`config.mk`:
```
export PLATFORM = sky130hd
export DESIGN_NAME = ps2_rx_fifo_flat
export DESIGN_NICKNAME = d
export VERILOG_FILES = /design/src/rtl/ps2_rx_fifo_if.sv /design/src/rtl/ps2_rx_fifo.sv /design/src/flat_wrapper.sv
export SDC_FILE = /design/constraint.sdc
export NUM_CORES = 1
export LEC_CHECK = 0
export BUFFER_PORTS_ARGS = -buffer_cell sky130_fd_sc_hd__buf_2
export CORE_MARGIN = 3
export CORE_UTILIZATION = 60
export CTS_CLUSTER_SIZE = 12
export DETAILED_ROUTE_END_ITERATION = 12
export HOLD_SLACK_MARGIN = 0.05
export PLACE_DENSITY_LB_ADDON = 0.3
export SYNTH_ARGS = -nofsm -noshare
export SYNTH_HDL_FRONTEND = slang
export SYNTH_SLANG_ARGS = --single-unit
```
`constraint.sdc`:
```
create_clock -name clk -period 4.3 [get_ports clk]
set_input_delay 0.86 -clock clk [delete_from_list [all_inputs] [get_ports clk]]
set_output_delay 0.86 -clock clk [all_outputs]
set_load 0.05 [all_outputs]
```
`src/rtl/ps2_rx_fifo_if.sv`:
```
// ps2_rx_fifo_if: read-side bus of the PS/2 receive FIFO.
//   rdn        active-low pop request (consumer -> FIFO)
//   data       FIFO head byte, show-ahead (FIFO -> consumer)
//   ready      FIFO non-empty; also the keyboard interrupt request
//   overflow   sticky: a completed frame was lost on a full FIFO
//   parity_err sticky parity error (only with PS2_PARITY_CHK_EN)
// master = FIFO side, slave = consumer side.
interface ps2_rx_fifo_if;
  logic       rdn;
  logic [7:0] data;
  logic       ready;
  logic       overflow;
`ifdef PS2_PARITY_CHK_EN
  logic       parity_err;

  modport master (input rdn, output data, ready, overflow, parity_err);
  modport slave  (output rdn, input data, ready, overflow, parity_err);
`else
  modport master (input rdn, output data, ready, overflow);
  modport slave  (output rdn, input data, ready, overflow);
`endif
endinterface

```
`src/rtl/ps2_rx_fifo.sv`:
```
// ps2_rx_fifo: PS/2 device-to-host receiver with a show-ahead receive FIFO.
// Samples raw ps2_clk/ps2_data, deframes 11-bit frames (start, D0..D7 LSB
// first, odd parity, stop) and buffers the data bytes.
// Optional feature macro: PS2_PARITY_CHK_EN (parity checking + parity_err).
// Ports:
//   clk       system clock, all logic on posedge
//   clrn      asynchronous active-low reset
//   ps2_clk   raw PS/2 clock line (asynchronous)
//   ps2_data  raw PS/2 data line (asynchronous)
//   bus       read-side bus (rdn, data, ready, overflow[, parity_err])
module ps2_rx_fifo #(
  parameter int unsigned FIFO_AW        = 3,
  parameter int unsigned TIMEOUT_CYCLES = 50000
) (
  input  logic                 clk,
  input  logic                 clrn,
  input  logic                 ps2_clk,
  input  logic                 ps2_data,
  ps2_rx_fifo_if.master        bus
);

  localparam int unsigned DEPTH = 1 << FIFO_AW;
  localparam int unsigned CW    = FIFO_AW + 1;
  localparam int unsigned BW    = 8;
  localparam int unsigned SW    = 10;
  localparam int unsigned BCW   = 4;
  localparam int unsigned TCW   = (TIMEOUT_CYCLES > 2) ? $clog2(TIMEOUT_CYCLES) : 1;

  typedef enum logic [1:0] {IDLE, RECV, DONE} state_t;

  state_t             state;
  logic [2:0]         ps2_clk_sync;
  logic [1:0]         ps2_data_sync;
  logic [BCW-1:0]     bitcnt;
  logic [SW-1:0]      shreg;
  logic [TCW-1:0]     tcnt;

  logic [BW-1:0]      mem [DEPTH];
  logic [FIFO_AW-1:0] wptr;
  logic [FIFO_AW-1:0] rptr;
  logic [CW-1:0]      count;
  logic [BW-1:0]      data_q;
  logic               ready_q;
  logic               overflow_q;
  logic               perr_q;

  logic               fe;
  logic               parity_ok;
  logic               pop_do;
  logic               push_req;
  logic               push_do;
  logic               ovf_set;
  logic               perr_set;
  logic [CW-1:0]      count_next;
  logic [FIFO_AW-1:0] rptr_next;
  logic [BW-1:0]      head_next;

  // Falling edge of the synchronised PS/2 clock.
  assign fe = ps2_clk_sync[2] & ~ps2_clk_sync[1];

  // After ten shifts: shreg[7:0]=D7..D0, shreg[8]=parity, shreg[9]=stop.
`ifdef PS2_PARITY_CHK_EN
  assign parity_ok = ^shreg[8:0];
`else
  logic unused_parity;
  assign unused_parity = shreg[8];
  assign parity_ok     = 1'b1;
`endif

  // Input synchronisers and frame receiver FSM.
  always_ff @(posedge clk or negedge clrn) begin
    if (!clrn) begin
      ps2_clk_sync  <= '1;
      ps2_data_sync <= '1;
      state         <= IDLE;
      bitcnt        <= '0;
      shreg         <= '0;
      tcnt          <= '0;
    end else begin
      ps2_clk_sync  <= {ps2_clk_sync[1:0], ps2_clk};
      ps2_data_sync <= {ps2_data_sync[0], ps2_data};
      case (state)
        IDLE: begin
          tcnt <= '0;
          if (fe && !ps2_data_sync[1]) begin
            state  <= RECV;
            bitcnt <= '0;
          end
        end
        RECV: begin
          if (fe) begin
            shreg  <= {ps2_data_sync[1], shreg[SW-1:1]};
            bitcnt <= bitcnt + BCW'(1);
            tcnt   <= '0;
            if (bitcnt == BCW'(9)) state <= DONE;
          end else if (tcnt == TCW'(TIMEOUT_CYCLES - 1)) begin
            // Abandon a stalled partial frame.
            state  <= IDLE;
            bitcnt <= '0;
            tcnt   <= '0;
          end else begin
            tcnt <= tcnt + TCW'(1);
          end
        end
        DONE: begin
          state <= IDLE;
          tcnt  <= '0;
        end
        default: state <= IDLE;
      endcase
    end
  end

  // FIFO next-state: push/pop arbitration, count and next head byte.
  always_comb begin
    pop_do     = 1'b0;
    push_req   = 1'b0;
    push_do    = 1'b0;
    ovf_set    = 1'b0;
    perr_set   = 1'b0;
    count_next = count;
    rptr_next  = rptr;
    head_next  = data_q;

    pop_do   = !bus.rdn && (count != '0);
    push_req = (state == DONE) && shreg[9] && parity_ok;
    perr_set = (state == DONE) && shreg[9] && !parity_ok;
    // A full FIFO only accepts a push when a pop frees a slot in the same cycle.
    push_do  = push_req && ((count != CW'(DEPTH)) || pop_do);
    ovf_set  = push_req && !push_do;

    case ({push_do, pop_do})
      2'b10:   count_next = count + CW'(1);
      2'b01:   count_next = count - CW'(1);
      default: count_next = count;
    endcase

    if (pop_do) rptr_next = rptr + FIFO_AW'(1);

    // The byte being written is the new head when it lands at the read slot.
    if (push_do && (rptr_next == wptr)) head_next = shreg[BW-1:0];
    else                                head_next = mem[rptr_next];
  end

  // FIFO storage (no reset needed; guarded by count).
  always_ff @(posedge clk) begin
    if (push_do) mem[wptr] <= shreg[BW-1:0];
  end

  // FIFO pointers and registered outputs.
  always_ff @(posedge clk or negedge clrn) begin
    if (!clrn) begin
      wptr       <= '0;
      rptr       <= '0;
      count      <= '0;
      data_q     <= '0;
      ready_q    <= 1'b0;
      overflow_q <= 1'b0;
      perr_q     <= 1'b0;
    end else begin
      if (push_do) wptr <= wptr + FIFO_AW'(1);
      rptr    <= rptr_next;
      count   <= count_next;
      ready_q <= (count_next != '0);
      if (count_next != '0) data_q <= head_next;
      if (ovf_set)     overflow_q <= 1'b1;
      else if (pop_do) overflow_q <= 1'b0;
      if (perr_set)    perr_q <= 1'b1;
      else if (pop_do) perr_q <= 1'b0;
    end
  end

  assign bus.data     = data_q;
  assign bus.ready    = ready_q;
  assign bus.overflow = overflow_q;
`ifdef PS2_PARITY_CHK_EN
  assign bus.parity_err = perr_q;
`else
  logic unused_perr;
  assign unused_perr = perr_q;
`endif

endmodule

```
`src/flat_wrapper.sv`:
```
// flat-port wrapper written by rule: the top's interface ports become plain ports
module ps2_rx_fifo_flat 
#(
  parameter int unsigned FIFO_AW        = 3,
  parameter int unsigned TIMEOUT_CYCLES = 50000
)
  (clk, clrn, ps2_clk, ps2_data, bus_rdn, bus_data, bus_ready, bus_overflow);
  ps2_rx_fifo_if bus_i ();
  input  logic clk;
  input  logic clrn;
  input  logic ps2_clk;
  input  logic ps2_data;
  input wire logic [$bits(bus_i.rdn)-1:0] bus_rdn;
  output wire logic [$bits(bus_i.data)-1:0] bus_data;
  output wire logic [$bits(bus_i.ready)-1:0] bus_ready;
  output wire logic [$bits(bus_i.overflow)-1:0] bus_overflow;
  assign bus_i.rdn = bus_rdn;
  assign bus_data = bus_i.data;
  assign bus_ready = bus_i.ready;
  assign bus_overflow = bus_i.overflow;
  ps2_rx_fifo #(.FIFO_AW(FIFO_AW), .TIMEOUT_CYCLES(TIMEOUT_CYCLES)) u_core (.clk(clk), .clrn(clrn), .ps2_clk(ps2_clk), .ps2_data(ps2_data), .bus(bus_i));
endmodule
```
==> impl_results.md, run 1 <==
* Vias in the first global route at 4216
* Clock-pin slew reported for the worst setup and hold paths after clock tree synthesis at 60 ps
* Mapped Nets at 504
* Area occupied by multi-input gates at 2440 sq um
* Main combinational cell family by area after synthesis: compound AO/OA/AOI/OAI gates
* Layout overhead on the synthesized area at 10.8%
* Number of buffers added on ports at 14
* Routed wire length on met2 at 6440 um
* Rel. slew slack at 0.247
* Area of the die at 11400 sq um
* Fin crit period at 3850 ps
* Wirelength per Cell at 19.9 um
* Routed length on met1 at 5110 um
* Number of standard-cell rows in the floorplan at 36
* Main synth FF type: sky130_fd_sc_hd__edfxtp_1
* Reported leakage power at 2.50 nW
* Simple-Gate Fraction of Synth Area at 0.113
* Number of synthesized register bits at 121
* RePlAce Congestion at 0.919
* Wire length of the first global-routing pass at 21100 um
* Sequential cell area at 3360 sq um
* Critical path startpoint category: flip-flop
* Commonest cells after routing, fill and taps aside: sky130_fd_sc_hd__edfxtp_1 (64), sky130_fd_sc_hd__dfrtp_1 (51), sky130_fd_sc_hd__nand2_1 (29), sky130_fd_sc_hd__a21oi_1 (28), sky130_fd_sc_hd__o21ai_0 (26)
* Worst reg2reg startpoint: u_core.count[0]
* Count of nets after finishing at 514
* Total iterations of the first detailed-routing run at 5
* Total of hold buffers inserted after clock tree synthesis at 0
* Maximum capacitance violations at 0
* Later-pin clock latency in the skew report at 540 ps
* Clock skew at 8.05 ps
* Xor and xnor area share after synthesis at 0.0158
* CTS root buffer: sky130_fd_sc_hd__clkbuf_8
* Final antenna-violating net count at 0
* Portion of the post-synthesis area used by sequential elements at 0.550
* Synth area leader: sky130_fd_sc_hd__edfxtp_1
* YS warnings at 0
* Cell area after synthesis at 6090 sq um
* Top Ports at 15
* Worst supply voltage drop on vdd at 0.000562 V
* Top routing layer in use: met4
* Antenna fix cells at 0
* Width of the die at 107 um
* Number of enable flip-flop cells after synthesis at 64
* Count of clock tree sinks at 121
* Resized cells post-CTS at 0
* Mux contribution to synthesized area at 0.0563
* Fraction of final layout cells with drive strength greater than 1 at 0.208
* Path type of the worst min-delay path: input port to async pin
* Effective utilization at floorplan at 0.621
* Area of the core at 9820 sq um
* Portion of synthesized cell area occupied by the leading cell type at 0.315
* Setup repair after global routing missed its margin: no
* Number of standard cells in the layout, taps in and fillers out at 647
* Area share of fa/ha/maj cells after synthesis at 0.0177
* Height of the die at 107 um
* CTS tree: done
* Max Clock Freq at 260 MHz
* Clock Tree Buf Depth at 2
* Global route total overflow at 0
* Final critical-path share of the clock period at 0.896
* Setup-failing EPs final at 0
* H-Tree Level Count at 4
* Detailed-routed wire length on met3 at 1050 um
* Worst setup path start: u_core.count[0]
* Transition time at the pin with the least slew margin at 1120 ps
* Area contributors post-synth: sky130_fd_sc_hd__edfxtp_1 (32%), sky130_fd_sc_hd__dfrtp_1 (21%), sky130_fd_sc_hd__a221oi_1 (3.0%)
* Initial antenna violation count at 0
* Power density relative to cell area at 695 nW/um^2
* Critical path class: flip-flop to flip-flop
* Wirelength, routed at 12900 um
* Via total after detailed routing at 4207
* Required time of the critical path at 4730 ps
* Global-route usage over all layers at 0.244
* Worst setup EP type: flip-flop
* Post-synthesis cell type count at 69
* Maximum number of pins on one net before global-route repair at 51
* Number of endpoints with negative hold slack in the final report at 0
* Fin. max-slew vios at 0
* Number of clock buffers inserted by TritonCTS at 17
* Post-synthesis cell count at 491
* Status: finished clean
* Arrival time reported for the critical path endpoint at 4290 ps
* Post-route setup TNS at 0 ps
* Async set-or-reset flop fraction in the synthesized netlist at 0.471
* DR vias/cell at 6.50
* HPWL after detailed placement at 8250 um
* Filler Cells Inserted at 719
* Highest net fanout along the worst path at 10
* Residual DRC count at 0
* Number of DRC markers after the initial detailed-route iteration at 351
* Avg Synthesized Cell Area at 12.4 sq um
* Area fraction in compound gates after synthesis at 0.194
* Dpl cells at 615
* Setup repair bufs after CTS at 0
* Most common library cell in the layout ignoring fill and taps: sky130_fd_sc_hd__edfxtp_1
-- cells by family (layout without fill, tap and decap cells) --
| logic type | Yosys count | in the layout |
|---|---|---|
| compound gates | 156 | 156 |
| fa+ha+maj | 8 | 8 |
| buf+inv | 44 | 67 |
| flops | 121 | 121 |
| mux | 28 | 28 |
| xor+xnor | 11 | 11 |
| simple gates | 123 | 123 |
-- where the power goes --
group	leakage (nW)	switching [mW]	internal, mW
sequential	1.32	0.222	1.42
combinational	0.896	1.02	0.615
clock	0.287	0.521	0.899
total	2.50	1.76	2.93
-- per-stage QoR --
stage / utilization / power, mW / setup slack [ps] / area, sq um / hold WS, ps
2_1_floorplan: - / 3.04 / 1130 / 6090 / 345
3_3_place_gp: 0.626 / 3.18 / 537 / 6150 / 346
3_5_place_dp: 0.626 / 3.25 / 306 / 6150 / 351
4_1_cts: 0.688 / 4.70 / 500 / 6750 / 288
5_1_grt: 0.688 / 4.93 / 111 / 6750 / 304
6_report: 0.688 / 4.70 / 448 / 6750 / 303
-- per-layer routing --
metal,global-route usage,up-vias
li1,-,1941
met1,0.304,2079
met2,0.398,161
met3,0.0771,26
met4,0.0968,0
met5,0,-
-- layout make-up --
class	count	area share
clock buffers	18	0.0634
repair buffers	23	0.0204
flip-flops and latches	121	0.497
inverters	12	0.00667
multi-input cells	326	0.362
clock inverters	14	0.0259
well taps	133	0.0246
-- cell usage after synthesis, drive strengths merged (5+ instances only) --
cell    instances
edfxtp         64
dfrtp          52
a21oi          33
o21ai          31
nand2          29
a221oi         28
a22oi          25
buf            19
nor3           19
mux2i          14
o31ai          14
nor2           13
clkbuf         12
inv            11
nand3          11
nor3b          11
mux2           10
xnor2           8
ha              7
a31oi           6
nand2b          6
a211oi          5
and3            5
dfstp           5
-- flip-flops by register name, indices dropped and copies added, names as in the netlist --
name / count
u_core.bitcnt: 4
u_core.bus.data: 8
u_core.bus.overflow: 1
u_core.bus.ready: 1
u_core.count: 4
u_core.mem: 64
u_core.ps2_clk_sync: 3
u_core.ps2_data_sync: 2
u_core.rptr: 3
u_core.shreg: 10
u_core.state: 2
u_core.tcnt: 16
u_core.wptr: 3
-- worst paths after layout --
path	endpoint	depth (start not counted)	slack [ps]
worst max-delay path	u_core.bus.data[6]	11	450
worst min-delay path	u_core.tcnt[10]	1	300
worst max register to register	u_core.bus.data[6]	11	450
worst min register to register	u_core.ps2_clk_sync[1]	0	350
max in group asynchronous	u_core.ps2_data_sync[1]	2	3100
min in group clk	u_core.ps2_clk_sync[1]	0	350
-- worst max-delay path, cell delays in order (launching register included) --
cell and delay (ps):
sky130_fd_sc_hd__dfrtp_1 480, sky130_fd_sc_hd__nor4_4 490, sky130_fd_sc_hd__nor2_1 220, sky130_fd_sc_hd__nand2_1 170, sky130_fd_sc_hd__inv_1 110, sky130_fd_sc_hd__ha_1 340, sky130_fd_sc_hd__a21oi_1 350, sky130_fd_sc_hd__a211oi_1 200
sky130_fd_sc_hd__a211oi_1 260, sky130_fd_sc_hd__o31a_1 560, sky130_fd_sc_hd__o21ai_2 250, sky130_fd_sc_hd__o31ai_1 310
(Power assumes the default switching activity.)
==> run 2, diff against run 1 <==
- CORE_ASPECT_RATIO: not set -> 0.75
==> run 2 against run 1 <==
Compared with the run above:
- critical path depth stayed put
- worst setup slack gained 21 ps
- register-to-register slack improved by 20 ps
- fmax increased by 0.56%
- wire length increased by 3.5%
- sequential share of layout area increased by 0.57 points
- cell count is the same
- clock power shrank 11%
- critical path type unchanged
==> impl_results.md, run 2 (same netlist as run 1, synthesis figures left out) <==
* Final critical-path share of the clock period at 0.891
* Flip-flop count of the largest register after layout at 64
* Minimum setup slack in the final design at 469 ps
* Width of the die at 122 um
* Max Clock Freq at 261 MHz
* Vias in the first global route at 4240
* Top routing layer in use: met4
* Maximum capacitance violations at 0
* Critical path startpoint category: flip-flop
* Setup repair bufs after CTS at 0
* Number of buffers added on ports at 14
* Post-route setup TNS at 0 ps
* Number of endpoints with negative hold slack in the final report at 0
* HPWL after detailed placement at 8650 um
* Setup repair after global routing missed its margin: no
* Critical path class: flip-flop to flip-flop
* Reported leakage power at 2.48 nW
* Placement-stage worst setup slack at 297 ps
* Area occupied by multi-input gates at 2440 sq um
* Final antenna-violating net count at 0
* Commonest cells after routing, fill and taps aside: sky130_fd_sc_hd__edfxtp_1 (64), sky130_fd_sc_hd__dfrtp_1 (51), sky130_fd_sc_hd__nand2_1 (29), sky130_fd_sc_hd__a21oi_1 (28), sky130_fd_sc_hd__o21ai_0 (26)
* Highest net fanout along the worst path at 10
* RePlAce Congestion at 0.937
* Top Ports at 15
* Routed length on met1 at 5960 um
* Wire length of the first global-routing pass at 21900 um
* Final standard cell area without fillers at 6680 sq um
* Clock-pin slew reported for the worst setup and hold paths after clock tree synthesis at 50 ps
* H-Tree Level Count at 4
* Number of standard cells in the layout, taps in and fillers out at 647
* Total power draw at 4.55 mW
* Sequential cell area at 3360 sq um
* Global-route usage over all layers at 0.253
* Leading registers by flop count: u_core.mem (64), u_core.tcnt (16), u_core.shreg (10)
* Wirelength, routed at 13300 um
* Power density relative to cell area at 681 nW/um^2
* Status: finished clean
* Layout overhead on the synthesized area at 9.55%
* Total of hold buffers inserted after clock tree synthesis at 0
* Wirelength per Cell at 20.6 um
* Count of clock tree sinks at 121
* Effective utilization at floorplan at 0.624
* Path type of the worst min-delay path: flip-flop to flip-flop
* Number of DRC markers after the initial detailed-route iteration at 453
* Detailed-routed wire length on met3 at 1200 um
* Final Hold Slack at 356 ps
* Clock Tree Buf Depth at 2
* CTS root buffer: sky130_fd_sc_hd__clkbuf_16
* Dpl cells at 615
* Residual DRC count at 0
* Clock skew at 7.97 ps
* Arrival time reported for the critical path endpoint at 4140 ps
* CTS tree: done
* Fin crit period at 3830 ps
* Area post-placement at 6150 sq um
* Later-pin clock latency in the skew report at 400 ps
* Post-layout util at 0.683
* Required time of the critical path at 4600 ps
* Maximum number of pins on one net before global-route repair at 52
* Resized cells post-CTS at 0
* Top reg by flops: u_core.mem
* Number of standard-cell rows in the floorplan at 31
* Number of clock buffers inserted by TritonCTS at 17
* Antenna fix cells at 0
* Fraction of final layout cells with drive strength greater than 1 at 0.194
* Global route total overflow at 0
* Setup-failing EPs final at 0
* Rel. slew slack at 0.319
* Fin. max-slew vios at 0
* Worst supply voltage drop on vdd at 0.000348 V
* Via total after detailed routing at 4335
* Transition time at the pin with the least slew margin at 1010 ps
* Routed wire length on met2 at 5950 um
* Total iterations of the first detailed-routing run at 5
* Worst setup EP type: flip-flop
* Most common library cell in the layout ignoring fill and taps: sky130_fd_sc_hd__edfxtp_1
* Area of the die at 11400 sq um
* Filler Cells Inserted at 690
* Initial antenna violation count at 0
* Height of the die at 93.3 um
* Area of the core at 9770 sq um
* Count of nets after finishing at 515
* DR vias/cell at 6.70
-- run 2: cell types whose count changed in the layout (fill, tap and decap cells not counted) --
cell	change
sky130_fd_sc_hd__bufinv_16	-3
sky130_fd_sc_hd__clkinv_4	-6
sky130_fd_sc_hd__clkbuf_16	+1
sky130_fd_sc_hd__clkbuf_8	+2
sky130_fd_sc_hd__nor4b_1	+1
sky130_fd_sc_hd__clkinvlp_4	-3
sky130_fd_sc_hd__nor4b_2	-1
sky130_fd_sc_hd__clkbuf_1	+7
sky130_fd_sc_hd__buf_4	+1
sky130_fd_sc_hd__clkinv_2	+2
-- run 2: layout make-up --
cell class                 instances  area share
sequential                       121       0.503
multi-input combinational        326       0.365
clock buffer                      28      0.0759
tap                              132      0.0247
timing repair buffer              24      0.0217
inverter                          12     0.00675
clock inverter                     4     0.00300
-- run 2: path summary, 6_finish.rpt --
| check | from | to | slack (ps) | cells after the start |
|---|---|---|---|---|
| max | u_core.count[0] | u_core.bus.data[2] | 470 | 11 |
| min | u_core.ps2_clk_sync[0] | u_core.ps2_clk_sync[1] | 360 | 0 |
| max reg2reg | u_core.count[0] | u_core.bus.data[2] | 470 | 11 |
| min reg2reg | u_core.ps2_clk_sync[0] | u_core.ps2_clk_sync[1] | 360 | 0 |
| max in group asynchronous | clrn | u_core.ps2_clk_sync[1] | 3040 | 2 |
| min in group asynchronous | clrn | u_core.count[3] | 370 | 1 |
-- run 2: metal layers --
metal | GRT usage | vias to the layer above
met5 | 0 | -
met4 | 0.104 | 0
met3 | 0.0665 | 21
met2 | 0.363 | 228
met1 | 0.367 | 2128
li1 | - | 1958
-- run 2: report_power, final --
part / internal, mW / switching, mW
Sequential: 1.42 / 0.232
Clock: 0.793 / 0.463
Combinational: 0.615 / 1.02
Total: 2.83 / 1.72
-- run 2: critical path, stage by stage (launching register included) --
cell                       delay (ps)
sky130_fd_sc_hd__dfrtp_1          480
sky130_fd_sc_hd__nor4_4           500
sky130_fd_sc_hd__nor2_1           230
sky130_fd_sc_hd__nand2_1          160
sky130_fd_sc_hd__inv_1             90
sky130_fd_sc_hd__ha_1             320
sky130_fd_sc_hd__a21oi_1          350
sky130_fd_sc_hd__a211oi_1         190
sky130_fd_sc_hd__a211oi_1         290
sky130_fd_sc_hd__o31a_1           560
sky130_fd_sc_hd__o21ai_2          250
sky130_fd_sc_hd__o31ai_1          300
==> run 3, diff against run 2 <==
- CTS_BUF_LIST: not set -> sky130_fd_sc_hd__clkbuf_4
==> run 3 against run 2 <==
Compared with the run above:
- first-iteration DRC count grew 2.6%
- hold slack got worse by 96 ps
- die area stayed put
- clock skew rose by 6.0 ps
- combinational power about the same
- via count decreased by 2.1%
- core utilization shrank 3.2 points
- non-clock buffer count is the same
- global-route usage down 1.3 points
- cell count unchanged
- sequential share of layout area rose by 2.5 points
- fmax decreased by 0.64%
- largest cell class unchanged
- largest power group unchanged
- highest routed layer unchanged
==> impl_results.md, run 3 (same netlist as run 1, synthesis figures left out) <==
* Commonest cells after routing, fill and taps aside: sky130_fd_sc_hd__edfxtp_1 (64), sky130_fd_sc_hd__dfrtp_1 (51), sky130_fd_sc_hd__nand2_1 (29), sky130_fd_sc_hd__a21oi_1 (28), sky130_fd_sc_hd__o21ai_0 (26)
* Worst reg2reg startpoint: u_core.count[0]
* Count of nets after finishing at 515
* Number of clock buffers inserted by TritonCTS at 17
* DR vias/cell at 6.56
* Number of DRC markers after the initial detailed-route iteration at 465
* Final antenna-violating net count at 0
* Effective utilization at floorplan at 0.624
* Fin crit period at 3860 ps
* Routed length on met1 at 5900 um
* Initial antenna violation count at 0
* Count of clock tree sinks at 121
* Routed wire length on met2 at 5540 um
* Global route total overflow at 0
* Worst supply voltage drop on vdd at 0.000298 V
* Area of the core at 9770 sq um
* Fin. max-slew vios at 0
* Later-pin clock latency in the skew report at 500 ps
* Flip-flop count of the largest register after layout at 64
* Clock skew at 14.0 ps
* Residual DRC count at 0
* Setup repair after global routing missed its margin: no
* Maximum number of pins on one net before global-route repair at 52
* Clock-pin slew reported for the worst setup and hold paths after clock tree synthesis at 100 ps
* Resized cells post-CTS at 0
* Area of the die at 11400 sq um
* Final critical-path share of the clock period at 0.897
* Number of buffers added on ports at 14
* Global-route usage over all layers at 0.239
* Transition time at the pin with the least slew margin at 1100 ps
* Layout overhead on the synthesized area at 4.43%
* Critical path class: flip-flop to flip-flop
* Number of endpoints with negative hold slack in the final report at 0
* Vias in the first global route at 4082
* Rel. slew slack at 0.262
* Top Ports at 15
* Fraction of final layout cells with drive strength greater than 1 at 0.200
* Clock Tree Buf Depth at 2
* Detailed-routed wire length on met3 at 1050 um
* Crit Reg-Reg Endpoint: u_core.bus.data[2]
* Setup repair bufs after CTS at 0
* H-Tree Level Count at 4
* Reported leakage power at 2.35 nW
* Critical path startpoint category: flip-flop
* Antenna fix cells at 0
* Arrival time reported for the critical path endpoint at 4260 ps
* Setup slack of the worst register-to-register path at 440 ps
* Height of the die at 93.3 um
* Setup-failing EPs final at 0
* Number of standard-cell rows in the floorplan at 31
* Most common library cell in the layout ignoring fill and taps: sky130_fd_sc_hd__edfxtp_1
* Via total after detailed routing at 4244
* Top reg by flops: u_core.mem
* RePlAce Congestion at 0.937
* Total of hold buffers inserted after clock tree synthesis at 0
* Wire length of the first global-routing pass at 20800 um
* Max Clock Freq at 259 MHz
* Worst setup EP type: flip-flop
* Required time of the critical path at 4700 ps
* Power density relative to cell area at 614 nW/um^2
* Width of the die at 122 um
* Post-layout util at 0.651
* Leading registers by flop count: u_core.mem (64), u_core.tcnt (16), u_core.shreg (10)
* Total iterations of the first detailed-routing run at 5
* CTS root buffer: sky130_fd_sc_hd__clkbuf_4
* Wirelength, routed at 12700 um
* Status: finished clean
* Maximum capacitance violations at 0
* Path type of the worst min-delay path: input port to async pin
* Wirelength per Cell at 19.6 um
* HPWL after detailed placement at 8650 um
* Top routing layer in use: met4
* Highest net fanout along the worst path at 10
* Count of cells along the worst register-to-register path at 11
* Post-route setup TNS at 0 ps
* CTS tree: done
==> run 3: cell types whose count changed in the layout (fill, tap and decap cells not counted), sizes merged <==
| cell | change |
|---|---|
| clkinv | +4 |
| clkbuf | -4 |
==> run 3: final cells by class <==
type	instances	area, sq um
Inverter	12	45.0
Multi-Input combinational cell	326	2440
Fill cell	753	3410
Tap cell	132	165
Clock inverter	8	35.0
Timing Repair Buffer	24	145
Sequential cell	121	3360
Clock buffer	24	180
==> run 3: how the worst max path moves through the flow <==
stage | end | depth (start not counted) | startpoint | slack (ps)
after floorplan | u_core.bus.data[0] | 12 | bus_rdn | 1130
after global placement | u_core.bus.data[4] | 11 | bus_rdn | 550
after detailed placement | u_core.bus.data[2] | 11 | bus_rdn | 300
after CTS | u_core.bus.data[2] | 11 | u_core.count[0] | 500
after global routing | u_core.bus.data[6] | 11 | u_core.count[0] | 150
final | u_core.bus.data[2] | 11 | u_core.count[0] | 440
==> run 3: routing by layer <==
metal  vias up  global-route usage
met5         -                   0
met4         0              0.0783
met3        16              0.0762
met2       197               0.335
met1      2077               0.355
li1       1954                   -
==> run 3: where the power goes <==
part           switching [mW]  total, mW  internal, mW
logic                    1.01       1.62         0.615
clock network           0.379      0.641         0.262
registers               0.230       1.64          1.42
==> run 3: critical path, cell delays in order (launching register included) <==
cell and delay (ps):
sky130_fd_sc_hd__dfrtp_1 500, sky130_fd_sc_hd__nor4_4 520, sky130_fd_sc_hd__nor2_1 230, sky130_fd_sc_hd__nand2_1 160
sky130_fd_sc_hd__inv_1 90, sky130_fd_sc_hd__ha_1 320, sky130_fd_sc_hd__a21oi_1 340, sky130_fd_sc_hd__a211oi_1 180
sky130_fd_sc_hd__a211oi_1 290, sky130_fd_sc_hd__o31a_1 560, sky130_fd_sc_hd__o21ai_2 240, sky130_fd_sc_hd__o31ai_1 310
==> run 3: per-stage QoR <==
step                power, mW  hold slack, ps  worst slack [ps]  instances  area, sq um
global placement         3.19             346               546        615         6150
global route             4.14             224               152        647         6360
detailed placement       3.27             348               297        615         6150
floorplan                3.04             345              1130        491         6090
CTS                      3.90             224               497        647         6360
finish                   3.91             259               445        647         6360
